==> config.mk <==
export PLATFORM = sky130hd
export DESIGN_NAME = rr_dec_sel_gen_flat
export DESIGN_NICKNAME = d
export VERILOG_FILES = /design/src/rtl/rr_dec_sel_gen_pkg.sv /design/src/rtl/rr_dec_sel_gen_if.sv /design/src/rtl/rr_pick4.sv /design/src/rtl/rr_dec_sel_gen.sv /design/src/flat_wrapper.sv
export SDC_FILE = /design/constraint.sdc
export NUM_CORES = 1
export LEC_CHECK = 0
export BUFFER_PORTS_ARGS = -buffer_cell sky130_fd_sc_hd__buf_2
export CELL_PAD_IN_SITES_DETAIL_PLACEMENT = 2
export CELL_PAD_IN_SITES_GLOBAL_PLACEMENT = 2
export CORE_MARGIN = 10
export CORE_UTILIZATION = 30
export CTS_BUF_LIST = sky130_fd_sc_hd__clkbuf_2 sky130_fd_sc_hd__clkbuf_4 sky130_fd_sc_hd__clkbuf_8
export CTS_CLUSTER_DIAMETER = 100
export DETAILED_ROUTE_END_ITERATION = 12
export PLACE_DENSITY = 0.85
export SETUP_SLACK_MARGIN = 0.4
export SLEW_MARGIN = 20
export SYNTH_ARGS = -nofsm -noshare
export SYNTH_HDL_FRONTEND = slang
export SYNTH_SLANG_ARGS = --single-unit
==> constraint.sdc <==
create_clock -name clk -period 5 [get_ports clk]
set_input_delay 1 -clock clk [delete_from_list [all_inputs] [get_ports clk]]
set_output_delay 1 -clock clk [all_outputs]
set_load 0.05 [all_outputs]
==> src/rtl/rr_dec_sel_gen_pkg.sv <==
// rr_dec_sel_gen_pkg: shared state encoding and requester count for the round-robin select generator
package rr_dec_sel_gen_pkg;
    localparam int N_REQ = 4;
    typedef enum logic [1:0] {
        IDLE  = 2'b00,
        GRANT = 2'b01,
        GAP   = 2'b10
    } state_t;
endpackage

==> src/rtl/rr_dec_sel_gen_if.sv <==
// rr_dec_sel_gen_if: request/hold inputs and decoder-drive outputs of the select generator
interface rr_dec_sel_gen_if #(parameter int HOLD_W = 4);
    import rr_dec_sel_gen_pkg::*;
    logic              en;
    logic [N_REQ-1:0]  req;
    logic [HOLD_W-1:0] hold;
    logic              dec_en;
    logic              sel1;
    logic              sel0;
    logic              busy;
    logic [1:0]        gnt_id;
    modport master(output en, req, hold, input dec_en, sel1, sel0, busy, gnt_id);
    modport slave(input en, req, hold, output dec_en, sel1, sel0, busy, gnt_id);
endinterface

==> src/rtl/rr_pick4.sv <==
// rr_pick4: combinational round-robin pick, first set request at or after ptr (mod 4)
module rr_pick4
    import rr_dec_sel_gen_pkg::*;
(
    input  logic [N_REQ-1:0] i_req,
    input  logic [1:0]       i_ptr,
    input  logic             i_en,
    output logic             o_valid,
    output logic [1:0]       o_idx
);
    logic [N_REQ-1:0] w_rot;
    logic [1:0]       w_off;
    assign w_rot   = N_REQ'({i_req, i_req} >> i_ptr);
    assign w_off   = w_rot[0] ? 2'd0 : w_rot[1] ? 2'd1 : w_rot[2] ? 2'd2 : w_rot[3] ? 2'd3 : 2'd0;
    assign o_valid = i_en & |i_req;
    assign o_idx   = i_ptr + w_off;
endmodule

==> src/rtl/rr_dec_sel_gen.sv <==
// rr_dec_sel_gen: round-robin enable/select driver for a 2-to-4 decoder with bounded grants and a dead cycle between grants
module rr_dec_sel_gen
    import rr_dec_sel_gen_pkg::*;
#(
    parameter int         HOLD_W  = 4,
    parameter logic [1:0] RST_PTR = 2'd0
)(
    input logic              clk,
    input logic              rst,
    rr_dec_sel_gen_if.slave  bus
);
    state_t            r_state, w_state_nxt;
    logic              r_dec_en, w_dec_en_nxt;
    logic              r_busy, w_busy_nxt;
    logic [1:0]        r_sel, w_sel_nxt;
    logic [1:0]        r_gnt_id, w_gnt_id_nxt;
    logic [1:0]        r_ptr, w_ptr_nxt;
    logic [HOLD_W-1:0] r_cnt, w_cnt_nxt;
    logic              w_valid;
    logic [1:0]        w_idx;
    logic [HOLD_W-1:0] w_hold_ld;
    logic              w_exit;

    rr_pick4 u_pick (
        .i_req   (bus.req),
        .i_ptr   (r_ptr),
        .i_en    (bus.en),
        .o_valid (w_valid),
        .o_idx   (w_idx)
    );

    assign w_hold_ld = (bus.hold == '0) ? HOLD_W'(1) : bus.hold;
    assign w_exit    = (r_cnt == HOLD_W'(1)) | ~bus.req[r_sel] | ~bus.en;

    // Next state: arbitrate from IDLE/GAP, end a grant on expiry, release or disable
    always_comb begin
        w_state_nxt  = r_state;
        w_dec_en_nxt = r_dec_en;
        w_busy_nxt   = r_busy;
        w_sel_nxt    = r_sel;
        w_gnt_id_nxt = r_gnt_id;
        w_ptr_nxt    = r_ptr;
        w_cnt_nxt    = r_cnt;
        if (r_state == GRANT) begin
            w_cnt_nxt = r_cnt - HOLD_W'(1);
            if (w_exit) begin
                w_state_nxt  = GAP;
                w_dec_en_nxt = 1'b0;
                w_busy_nxt   = 1'b0;
                w_ptr_nxt    = r_sel + 2'd1;
            end
        end else if (w_valid) begin
            w_state_nxt  = GRANT;
            w_dec_en_nxt = 1'b1;
            w_busy_nxt   = 1'b1;
            w_sel_nxt    = w_idx;
            w_gnt_id_nxt = w_idx;
            w_cnt_nxt    = w_hold_ld;
        end else begin
            w_state_nxt = IDLE;
        end
    end

    // State, counter, pointer and registered outputs
    always_ff @(posedge clk or posedge rst) begin
        if (rst) begin
            r_state  <= IDLE;
            r_dec_en <= 1'b0;
            r_busy   <= 1'b0;
            r_sel    <= 2'd0;
            r_gnt_id <= 2'd0;
            r_ptr    <= RST_PTR;
            r_cnt    <= '0;
        end else begin
            r_state  <= w_state_nxt;
            r_dec_en <= w_dec_en_nxt;
            r_busy   <= w_busy_nxt;
            r_sel    <= w_sel_nxt;
            r_gnt_id <= w_gnt_id_nxt;
            r_ptr    <= w_ptr_nxt;
            r_cnt    <= w_cnt_nxt;
        end
    end

    assign bus.dec_en = r_dec_en;
    assign bus.sel1   = r_sel[1];
    assign bus.sel0   = r_sel[0];
    assign bus.busy   = r_busy;
    assign bus.gnt_id = r_gnt_id;
endmodule

==> src/flat_wrapper.sv <==
// flat-port wrapper written by rule: the top's interface ports become plain ports
module rr_dec_sel_gen_flat import rr_dec_sel_gen_pkg::*;
#(
    parameter int         HOLD_W  = 4,
    parameter logic [1:0] RST_PTR = 2'd0
)
  (clk, rst, bus_en, bus_req, bus_hold, bus_dec_en, bus_sel1, bus_sel0, bus_busy, bus_gnt_id);
  rr_dec_sel_gen_if #(.HOLD_W(HOLD_W)) bus_i ();
  input logic clk;
  input logic rst;
  input wire logic [$bits(bus_i.en)-1:0] bus_en;
  input wire logic [$bits(bus_i.req)-1:0] bus_req;
  input wire logic [$bits(bus_i.hold)-1:0] bus_hold;
  output wire logic [$bits(bus_i.dec_en)-1:0] bus_dec_en;
  output wire logic [$bits(bus_i.sel1)-1:0] bus_sel1;
  output wire logic [$bits(bus_i.sel0)-1:0] bus_sel0;
  output wire logic [$bits(bus_i.busy)-1:0] bus_busy;
  output wire logic [$bits(bus_i.gnt_id)-1:0] bus_gnt_id;
  assign bus_i.en = bus_en;
  assign bus_i.req = bus_req;
  assign bus_i.hold = bus_hold;
  assign bus_dec_en = bus_i.dec_en;
  assign bus_sel1 = bus_i.sel1;
  assign bus_sel0 = bus_i.sel0;
  assign bus_busy = bus_i.busy;
  assign bus_gnt_id = bus_i.gnt_id;
  rr_dec_sel_gen #(.HOLD_W(HOLD_W), .RST_PTR(RST_PTR)) u_core (.clk(clk), .rst(rst), .bus(bus_i));
endmodule
Word-level counts from Yosys, hierarchy flattened
Cells that the tools add are included.
{"block": "totals", "regBits": 11, "output_inout_bits": 6, "elab_cells": 40}
{"block": "classes", "n_addsub": 3, "n_lt_le_gt_ge": 1, "n_eq_ne": 3, "n_shift": 1, "mux": 15, "bitwise": 6, "n_reduce_logical": 6}
{"cell": "2-bit two-way mux", "count": 6}
{"cell": "4-bit two-way mux", "count": 3}
{"cell": "8-bit by 2-bit >> shifter with 4-bit output", "count": 1}
{"cell": "2-bit AND reduction", "count": 3}
{"cell": "1-bit two-way mux", "count": 5}
{"cell": "4-bit by 1-bit equality test with 1-bit output, second input constant", "count": 1}
{"cell": "4-bit zero test", "count": 1}
{"cell": "4-bit OR reduction", "count": 1}
{"cell": "4-bit by 1-bit subtractor with 4-bit output, second input constant", "count": 1}
{"cell": "2-bit by 3-bit < comparator with 1-bit output, second input constant", "count": 1}
{"cell": "1-bit inverter", "count": 3}
{"cell": "2-bit by 1-bit adder with 2-bit output, second input constant", "count": 1}
{"cell": "2-bit adder", "count": 1}
{"cell": "1-bit binary-select mux with 2-bit select", "count": 1}
{"cell": "2-bit by 1-bit equality test with 1-bit output, second input constant", "count": 1}
{"cell": "2-bit by 1-bit != test with 1-bit output, second input constant", "count": 1}
{"cell": "1-bit OR", "count": 2}
{"cell": "2-bit nonzero test", "count": 1}
{"cell": "1-bit bitwise AND", "count": 1}

Depth between registers and ports, before layout
Gate-level depths: netlist of the first run.
{"block": "logic_depth", "depth_word": 7, "depth_mapped": 9}

Modules after synthesis
Synthesis of the first run repeated with hierarchy kept, for this count alone.
{"block": "unflattened", "hier_cells": 89, "area_unflattened_um2": 805.8}
{"module": "rr_dec_sel_gen", "n_inst": 1, "cells_each": 62, "area_each_um2": 623.1, "seq_area_each_um2": 275.3}
{"module": "rr_pick4", "n_inst": 1, "cells_each": 27, "area_each_um2": 182.7, "seq_area_each_um2": 0.0}

Worst setup path after synthesis of the first run
OpenSTA, ideal clock, no wires.
{"block": "synth_timing", "path_kind": "input port to flip-flop", "from": "in bus_req[0]", "to": "reg u_core.r_sel[1]", "setup_ns": 0.127, "t_arrival_ns": 2.350, "setup_slack_ns": 2.523, "path_stages": 7, "path_buffers": 1, "path_cell_list": "buf_6 > or4_2 > o2111ai_1 > ha_1 > xnor2_1 > xnor2_1 > o21ai_0"}
{"block": "synth_via", "elab_chain_len": 6, "word_cells_on_any_way": 9, "classes_between": "add/sub: 1; shift: 1; mux: 4; bitwise: 1; reduce/logical: 2"}
{"item": "start: declaration", "line": "flat_wrapper.sv:12", "text": "input wire logic [$bits(bus_i.req)-1:0] bus_req;"}
{"item": "8-bit by 2-bit >> shifter with 4-bit output", "line": "rr_pick4.sv:13", "text": "assign w_rot = N_REQ'({i_req, i_req} >> i_ptr);"}
{"item": "2-bit two-way mux (4 in a row)", "line": "rr_pick4.sv:14", "text": "assign w_off = w_rot[0] ? 2'd0 : w_rot[1] ? 2'd1 : w_rot[2] ? 2'd2 : w_rot[3] ? 2'd3 : 2'd0;"}
{"item": "2-bit adder", "line": "rr_pick4.sv:16", "text": "assign o_idx = i_ptr + w_off;"}
{"item": "end signal: assignment", "line": "rr_dec_sel_gen.sv:78", "text": "r_sel <= w_sel_nxt;"}
{"item": "end: declaration", "line": "rr_dec_sel_gen.sv:15", "text": "logic [1:0] r_sel, w_sel_nxt;"}
Parallel ways exist; a longest one is shown, timed or not.
A chain may end at the register's enable or synchronous reset.

Worst setup path in the final report of the first run
Ends and elaborated chain as after synthesis.

==> run metrics, run 1 <==
Hold Vio Cnt, Final=0; post-synth cell types=31; initial antenna violation count=0; Max Fclk=432 MHz; Die Area=0.00513 mm2; drt initial violations=12; layout cells sized above 1=0.282; clk slew on worst S/H paths=0.08 ns; Cell Area, Placed=862 um2; maximum VDD drop=0.373 mV; gpl congestion=0.745; DRT Pass-1 Iters=3; sequential area share after synthesis=0.344; WP data required=5.16 ns; r2r startpoint=u_core.r_ptr[0]; Critical Path Sink Type=flop; Die Y=71.6 um; Ports=17; most common cell after layout, fill and taps aside=buf_2; most crowded layer after global routing=met2; CTS sink cnt=11; Worst-Margin Slew=0.448 ns; CTS root buf=clkbuf_4; R2R depth=6; post-route ant nets=0; Hold Startpoint=u_core.bus.dec_en; Final nets=118; met3 usage=0.0372; syn_nets=104; clock buffer depth=2; Max Slew Vio Count=0; FF-to-FF End=u_core.r_sel[1]; row count=18; final worst path period share=0.463; #FFs+latches synth=11; Max Cap Viol=0; first-pass GRT wire length=3730 um; Register-to-Register Setup Slack=3.02 ns; met2 Use GR=0.161; CTS tree=built; H-tree levels=1; crit path kind=primary input to flop; Ys Warns=0; I/O Buffers=16; Hold Crit Depth=2; hold crit path type=flop to flop; Cells after Synth=90; Rel. slew slack=0.701; # resized after CTS=0; DR vias=703; CTS buffer count=3; most frequent cells in the layout=16 x buf_2, 14 x nor2_1, 11 x dfrtp_1; Remaining Overflow, GRT=0; # diodes=0; clk_lat worst skew=0.28 ns; fin crit period=2.32 ns; synthesized area per cell=8.88 um2; Die W=71.6 um; Via density=5.29; core area=0.00250 mm2; Startpoint Class=primary input; Worst Path Arrival=2.48 ns; GR Util met1=0.0942; LEAKAGE=0.000399 uW; DR WL/cell=16.3 um; final wirelength=2160 um; Post-DP HPWL=1730 um; pin count of the biggest net entering global routing=12; unrepaired setup endpoints after global routing=false; clock skew=0.00351 ns; run status=finished clean; # DRC=0; initial core utilization=0.320; Max FO, Critical Path=10; setup TNS=0 ns; pwr dens=643 mW/mm2; area growth from synthesis to layout=11.6%; post-CTS setup buffers=0; all-layer global routing usage=0.0901; Final Instance Area=892 um2; Setup violations, final=0; post-cts hold buffer count=0; Hold Path End=u_core.bus.dec_en; vias in the first global route=785; mapped cell area=800 um2
[critical path, stage by stage]
cell,delay [ns]
buf_2,0.17
or4_2,0.65
o2111ai_1,0.12
ha_1,0.19
xnor2_1,0.14
xnor2_1,0.13
o21ai_0,0.08
[worst max-delay path by stage]
stage,from,cells past startpoint,end
after floorplan,bus_req[0],7,u_core.r_sel[1]
after global placement,bus_req[0],7,u_core.r_sel[1]
after detailed placement,bus_req[0],7,u_core.r_sel[1]
after CTS,bus_req[0],7,u_core.r_sel[1]
after global routing,bus_req[0],7,u_core.r_sel[1]
final,bus_req[0],7,u_core.r_sel[1]
[report_power, final]
part | switching (uW) | internal, uW | total [uW]
logic | 205 | 110 | 315
clock network | 35.1 | 36.4 | 71.6
registers | 55.2 | 132 | 187
[area by class of cell]
| cell class | instances | area [um2] |
|---|---|---|
| timing repair buffer | 16 | 80.1 |
| tap | 30 | 37.5 |
| clock buffer | 4 | 30.0 |
| fill | 304 | 1610 |
| inverter | 7 | 26.3 |
| multi-input combinational | 65 | 443 |
| sequential | 11 | 275 |
[Yosys cell counts]
library cell   n  area, um2
nand3_1        4       20.0
mux4_2         1       22.5
nor2_1        14       52.6
dfrtp_1       11        275
mux2_2         1       11.3
buf_2          2       10.0
o2111ai_1      1       8.76
a21oi_1        4       20.0
xnor2_1        3       26.3
o21ai_0        4       20.0
a311oi_2       1       15.0
o21ai_1        1       5.00
nor3_1         3       15.0
a32oi_1        1       8.76
buf_6          2       22.5
nand2_1        8       30.0
a31oi_4        1       21.3
or3_1          1       6.26
ha_1           3       37.5
nand2b_1       2       12.5
buf_4          3       22.5
or2_2          2       12.5
o211ai_1       2       15.0
or4_2          1       8.76
inv_1          7       26.3
o41ai_4        1       27.5
nor2b_1        1       6.26
o32ai_1        2       17.5
or2b_2         1       8.76
o31ai_1        1       7.51
a31oi_1        1       6.26
[metal layers]
metal  share of wire  up-vias
met2            0.52       15
met1            0.40      346
li1                -      336
met5               0        -
met4           0.011        0
met3           0.062        6
[flip-flops by register name (all words and copies together), names as in the netlist]
signal,cells
u_core.r_cnt,4
u_core.r_ptr,2
u_core.r_sel,2
u_core.r_state,2
u_core.bus.dec_en,1
[logic make-up after synthesis]
group,Yosys count,share of synthesized area
XOR/XNOR,3,0.0329
AO/OA/AOI/OAI,20,0.216
AND/OR/NAND/NOR,37,0.216
multiplexers,2,0.0423
flip-flops,11,0.344
buffers and inverters,14,0.102
adder cells (fa/ha/maj),3,0.0470
[through the flow]
step                worst slack (ns)  hold slack [ns]   util  instances  total power, uW
floorplan                       2.52            0.505      -         90              447
global placement                2.44            0.496  0.345        129              493
detailed placement              2.38            0.520  0.345        129              510
CTS                             2.67            0.538  0.357        133              585
global route                    2.63            0.596  0.357        133              630
finish                          2.68            0.536  0.357        133              573
Note: power is estimated with default switching activity, not from simulation.
==> run 2, diff against run 1 <==
==> constraint.sdc (replaced) <==
create_clock -name clk -period 2.3 [get_ports clk]
set_input_delay 0.46 -clock clk [delete_from_list [all_inputs] [get_ports clk]]
set_output_delay 0.46 -clock clk [all_outputs]
set_load 0.05 [all_outputs]
==> run 2 against run 1 <==
- final cell count up 2.3%
- sequential share of layout area fell by 1.3 points
- setup slack worse by 2.2 ns
- register-to-register slack worse by 2.5 ns
- critical path type is now flop to flop
==> run metrics, run 2 (synthesized netlist as in run 1, its figures left out) <==
CTS sink cnt=11 (unchanged); first-pass GRT wire length=3740 um (+0.35%); most frequent cells in the layout=16 x buf_2, 14 x nor2_1, 10 x dfrtp_1; fill cell count=285 (-6.3%); Hold Vio Cnt, Final=0 (unchanged); Max Fclk=565 MHz; area growth from synthesis to layout=16.9%; # DRC=0 (unchanged); Rel. slew slack=0.676 (-0.0254); final wirelength=2260 um (+4.4%); Worst Setup EP=u_core.r_sel[1]; largest register by flop count=u_core.r_cnt; post-cts hold buffer count=0 (unchanged); final worst path period share=0.770; largest stage delay on the critical path=0.55 ns (-0.10 ns); CTS tree=built; fin crit period=1.77 ns; # placed instances=129 (unchanged); clock buffer depth=2 (unchanged); CTS root buf=clkbuf_4; Setup violations, final=0 (unchanged); Remaining Overflow, GRT=0 (unchanged); pin count of the biggest net entering global routing=12 (unchanged); Critical Path Sink Type=flop; maximum VDD drop=0.770 mV (+110%); clk_lat worst skew=0.27 ns (about the same); all-layer global routing usage=0.0894 (-0.000685); Die Area=0.00513 mm2 (unchanged); Max FO, Critical Path=8 (-2); Final nets=121 (+2.5%); Die W=71.6 um (unchanged); DR vias=720 (+2.4%); clk slew on worst S/H paths=0.08 ns (about the same); vias in the first global route=779 (-0.76%); hold crit path type=primary input to asynchronous set/reset pin; Max Cap Viol=0 (unchanged); FF-to-FF End=u_core.r_sel[1]; fin cells=136 (+2.3%); DRT Pass-1 Iters=4 (+1); run status=finished clean; DR WL/cell=16.6 um (+2.1%); CTS buffer count=3 (unchanged); Die Y=71.6 um (unchanged); r2r startpoint=u_core.r_ptr[0]; R2R depth=6 (unchanged); core area=0.00250 mm2 (unchanged); row count=18 (unchanged); slowest CP cell=or4_4; I/O Buffers=16 (unchanged); LEAKAGE=0.000420 uW (+5.4%); H-tree levels=1 (unchanged); unrepaired setup endpoints after global routing=false; Top delay family on crit path=simple AND/OR/NAND/NOR gates; setup TNS=0 ns (unchanged); crit-path cells=or4_4 > o2111ai_2 > ha_2 > xnor2_2 > xnor2_1 > o21ai_0; number of flip-flops in the largest register=4 (unchanged); Hold Slack=0.173 ns (-0.363 ns); Setup crit start=u_core.r_ptr[0]; pwr dens=1400 mW/mm2 (+120%); sequential cell area=277 um2 (+0.45%); Worst-Margin Slew=0.485 ns (+0.0370 ns); crit path kind=flop to flop; WP data required=2.45 ns (-2.71 ns); post-route ant nets=0 (unchanged); Worst Path Arrival=1.92 ns (-0.56 ns); Max Slew Vio Count=0 (unchanged); Startpoint Class=flop; initial core utilization=0.320 (unchanged); WP depth=6 (-1); initial antenna violation count=0 (unchanged); # diodes=0 (unchanged); most common cell after layout, fill and taps aside=buf_2; Multi-input gate area=462 um2 (+4.2%); buffer and inverter count on the worst path=0 (-1); gpl congestion=0.721 (-3.2%); Ports=17 (unchanged); drt initial violations=30 (+18); clock skew=0.00428 ns (+0.000770 ns); Register-to-Register Setup Slack=0.53 ns (-2.49 ns); layout cells sized above 1=0.340 (+0.0581); Via density=5.29 (+0.16%); Post-DP HPWL=1760 um (+1.4%)
[run 2: cell types whose count changed in the layout (fill, tap and decap cells not counted), sizes merged]
cell,change
buf,+3
[run 2: routing by layer]
metal,vias to the layer above,part of all wire,GRT usage
li1,344,-,-
met3,0,0.066,0.0441
met1,360,0.42,0.0994
met2,16,0.51,0.156
met4,0,0,0.00645
met5,-,0,0
[run 2: layout make-up]
type | count | area share
multi-input cells | 65 | 0.494
flip-flops and latches | 11 | 0.296
repair buffers | 19 | 0.110
well taps | 30 | 0.0402
clock buffers | 4 | 0.0321
inverters | 7 | 0.0281
[run 2: worst min path at each step]
stage	to	from	cells after the start
6_report	u_core.r_state[0]	rst	2
5_1_grt	u_core.r_state[0]	rst	2
4_1_cts	u_core.r_state[0]	rst	2
3_5_place_dp	u_core.r_sel[0]	rst	2
3_3_place_gp	u_core.bus.dec_en	rst	2
2_1_floorplan	u_core.bus.dec_en	rst	1
[run 2: repair_timing]
action                                  CTS  global route
buffers inserted                          0             3
resized for setup                         0             1
endpoints found under the setup margin    0             1
[run 2: stage by stage]
stage | power [uW] | worst slack (ns) | utilization | instance area, um2
finish | 1310 | 0.529 | 0.374 | 935
global route | 1440 | 0.440 | 0.374 | 935
CTS | 1300 | 0.438 | 0.364 | 911
detailed placement | 1140 | 0.347 | 0.352 | 881
global placement | 1100 | 0.416 | 0.352 | 881
floorplan | 1000 | 0.501 | - | 818
[run 2: where the power goes]
part | switching (uW) | internal (uW)
sequential | 119 | 288
clock | 69.9 | 79.0
combinational | 467 | 285
==> run 3, diff against run 2 <==
--- a/config.mk
+++ b/config.mk
@@ -5,15 +5,16 @@
 export SDC_FILE = /design/constraint.sdc
 export NUM_CORES = 1
 export LEC_CHECK = 0
+export ABC_AREA = 1
 export BUFFER_PORTS_ARGS = -buffer_cell sky130_fd_sc_hd__buf_2
 export CELL_PAD_IN_SITES_DETAIL_PLACEMENT = 2
 export CELL_PAD_IN_SITES_GLOBAL_PLACEMENT = 2
 export CORE_MARGIN = 10
-export CORE_UTILIZATION = 30
+export CORE_UTILIZATION = 27
 export CTS_BUF_LIST = sky130_fd_sc_hd__clkbuf_2 sky130_fd_sc_hd__clkbuf_4 sky130_fd_sc_hd__clkbuf_8
 export CTS_CLUSTER_DIAMETER = 100
 export DETAILED_ROUTE_END_ITERATION = 12
-export PLACE_DENSITY = 0.85
+export PLACE_DENSITY = 0.86
 export SETUP_SLACK_MARGIN = 0.4
 export SLEW_MARGIN = 20
 export SYNTH_ARGS = -nofsm -noshare
==> constraint.sdc (replaced) <==
create_clock -name clk -period 1.45 [get_ports clk]
set_input_delay 0.29 -clock clk [delete_from_list [all_inputs] [get_ports clk]]
set_output_delay 0.29 -clock clk [all_outputs]
set_load 0.05 [all_outputs]
==> run 3 against run 2 <==
- the run now ends with setup timing left
- first-iteration DRC count increased by 60%
- wire length increased by 32%
- sequential share of layout area decreased by 7.7 points
- register-to-register slack got worse by 0.70 ns
- design area increased by 37%
- maximum frequency increased by 8.9%
- clock skew increased by 0.0016 ns
- non-clock buffer count increased by 19
- global-route usage increased by 2.3 points
- synthesized cell count increased by 13%
- critical endpoint unchanged
- critical path depth increased by 5
- final cell count increased by 26%
- highest routed layer is now met4
==> run metrics, run 3 <==
Final nets=155 (+28%); Max Fclk=615 MHz (+8.9%); Setup violations, final=2 (+2); Hold Vio Cnt, Final=0 (unchanged); Via density=4.89 (-7.5%); initial core utilization=0.279 (-0.0406); FFs w/ async S/R, synth=1.00 (unchanged); Post-DP HPWL=1970 um (+12%); initial antenna violation count=0 (unchanged); Rel. slew slack=0.691 (+0.0151); crit path kind=flop to flop; Remaining Overflow, GRT=0 (unchanged); core area=0.00273 mm2 (+9.4%); Worst Path Arrival=1.80 ns (-0.12 ns); Startpoint Class=flop; largest register by flop count=u_core.r_cnt; # diodes=0 (unchanged); post-synth cell types=22 (-29%); area share of the largest cell type after synthesis=0.361 (+0.0164); Final Instance Area=0.00128 mm2 (+37%); #FFs+latches synth=11 (unchanged); Die Y=73.2 um (+2.2%); Register-to-Register Setup Slack=-0.18 ns (-0.70 ns); drt initial violations=48 (+60%); pin count of the biggest net entering global routing=12 (unchanged); syn_nets=116 (+12%); Max FO, Critical Path=6 (-2); run status=complete, but fails checks; H-tree levels=1 (unchanged); hold crit path type=primary input to asynchronous set/reset pin; Die Area=0.00535 mm2 (+4.3%); ranking of synthesized cells by area=dfrtp_1 36%, nand2_1 14%, nand3_1 9.8%; synthesized area per cell=7.48 um2 (-16%); FF-to-FF End=u_core.r_sel[1]; Critical Path Sink Type=flop; Max Slew Vio Count=0 (unchanged); DR vias=837 (+16%); met2 wire length=1740 um (+50%); fin crit period=1.63 ns (-0.145 ns); gpl congestion=0.844 (+17%); most frequent cells after synthesis=28 x nand2_1, 15 x nand3_1, 11 x dfrtp_1; clk slew on worst S/H paths=0.08 ns (about the same); final worst path period share=1.12 (+0.351); vias in the first global route=987 (+27%); CTS root buf=clkbuf_4; DR WL/cell=17.5 um (+5.1%); number of flip-flops in the largest register=4 (unchanged); leading area contributor after synthesis=dfrtp_1; mapped cell area=763 um2 (-4.5%); Cell Area, Placed=947 um2 (+7.5%); EDFF count, synth=0 (unchanged); unrepaired setup endpoints after global routing=true; post-route ant nets=0 (unchanged); sequential area share after synthesis=0.361 (+0.0164); CTS buffer count=3 (unchanged); CTS sink cnt=11 (unchanged); Worst-Margin Slew=0.463 ns (-0.0214 ns); clock skew=0.00593 ns (+0.00165 ns); CTS tree=built; WP data required=1.62 ns (-0.83 ns); count leader, synth=nand2_1; all-layer global routing usage=0.113 (+0.0233); row count=19 (+1); first-pass GRT wire length=4760 um (+27%); clk_lat worst skew=0.27 ns (about the same); I/O Buffers=16 (unchanged); Metal-1 WL=1060 um (+11%); DRT Pass-1 Iters=4 (unchanged); final core occ=0.469 (+0.0952); met3 WL=139 um (-6.7%); most frequent cells in the layout=23 x buf_4, 14 x nand2_1, 13 x nand2_2; Ys Warns=0 (unchanged); Main synth FF type=dfrtp_1; most common cell after layout, fill and taps aside=buf_4; pwr dens=2550 mW/mm2 (+82%); final wirelength=2980 um (+32%); LEAKAGE=0.000615 uW (+46%); R2R depth=11 (+5); clock buffer depth=2 (unchanged); area growth from synthesis to layout=68.0%; setup ws final=-0.176 ns (-0.705 ns); # DRC=0 (unchanged); Max Cap Viol=0 (unchanged); maximum VDD drop=1.15 mV (+49%); layout cells sized above 1=0.657 (+0.318); violated checks=setup timing; Cells after Synth=102 (+13%); uppermost routed layer=met4; Die W=73.2 um (+2.2%); Ports=17 (unchanged); r2r startpoint=u_core.r_ptr[0]
## run 3: cell types whose count changed in the layout (fill, tap and decap cells not counted), sizes merged, moves of 3 or more
cell / before / now
nand3: 4 / 16
inv: 7 / 12
o211ai: 2 / 5
nor2: 14 / 5
nand2: 8 / 31
buf: 19 / 38
## run 3: cell families (layout without fill, tap and decap cells)
kind of cell	Yosys count	count (layout)	synth area share
fa+ha+maj	3	3	0.0492
flops	11	11	0.361
compound gates	15	15	0.125
xor+xnor	2	2	0.0230
simple gates	53	53	0.318
buf+inv	18	56	0.125
## run 3: stage by stage
stage	worst slack, ns	TNS (ns)	total power (uW)	hold WS (ns)	std cells
floorplan	-0.0429	-0.0429	1790	0.142	102
global placement	-0.0777	-0.0777	2130	0.311	156
detailed placement	-0.249	-0.335	2240	0.330	156
CTS	-0.200	-0.260	2920	0.0353	167
global route	-0.278	-0.398	3540	0.0398	171
finish	-0.176	-0.208	3270	0.0259	171
## run 3: critical path, stage by stage (launching register included)
cell,delay [ns]
dfrtp_2,0.47
inv_4,0.08
nand2_4,0.08
nand3_2,0.07
nand2_2,0.09
nand3_2,0.07
a21boi_2,0.18
ha_4,0.16
xnor2_2,0.11
nand2_1,0.08
nand3_1,0.08
nand2_1,0.05
## run 3: per-layer routing
layer  track usage  vias to the layer above
li1              -                      406
met1         0.102                      406
met2         0.226                       19
met3        0.0286                        6
met4        0.0443                        0
met5             0                        -
## run 3: what timing repair did
item,in CTS,in global routing
hold buffers,0,0
buffers inserted,7,4
resized for setup,38,24
pin swaps,12,14
endpoints found under the setup margin,17,17
## run 3: power by group
part / switching (uW) / leakage (uW) / internal (uW)
logic: 1300 / 0.000467 / 1050
registers: 219 / 0.000130 / 474
clock network: 107 / 0.0000184 / 125
total: 1620 / 0.000615 / 1650
## run 3: how the worst max path moves through the flow
| stage | depth (start not counted) | start | slack (ns) | endpoint |
|---|---|---|---|---|
| 6_report | 11 | u_core.r_ptr[0] | -0.18 | u_core.r_sel[1] |
| 5_1_grt | 11 | u_core.r_ptr[0] | -0.28 | u_core.r_sel[1] |
| 4_1_cts | 10 | u_core.r_ptr[0] | -0.20 | u_core.r_sel[1] |
| 3_5_place_dp | 12 | u_core.r_ptr[0] | -0.25 | u_core.r_sel[1] |
| 3_3_place_gp | 12 | u_core.r_ptr[0] | -0.08 | u_core.r_sel[1] |
| 2_1_floorplan | 12 | u_core.r_ptr[0] | -0.04 | u_core.r_sel[1] |
## run 3: layout make-up
class | count | area, um2
multi-input cells | 73 | 572
well taps | 31 | 38.8
repair buffers | 38 | 294
clock buffers | 4 | 30.0
fillers | 317 | 1450
flip-flops and latches | 11 | 280
inverters | 14 | 67.6
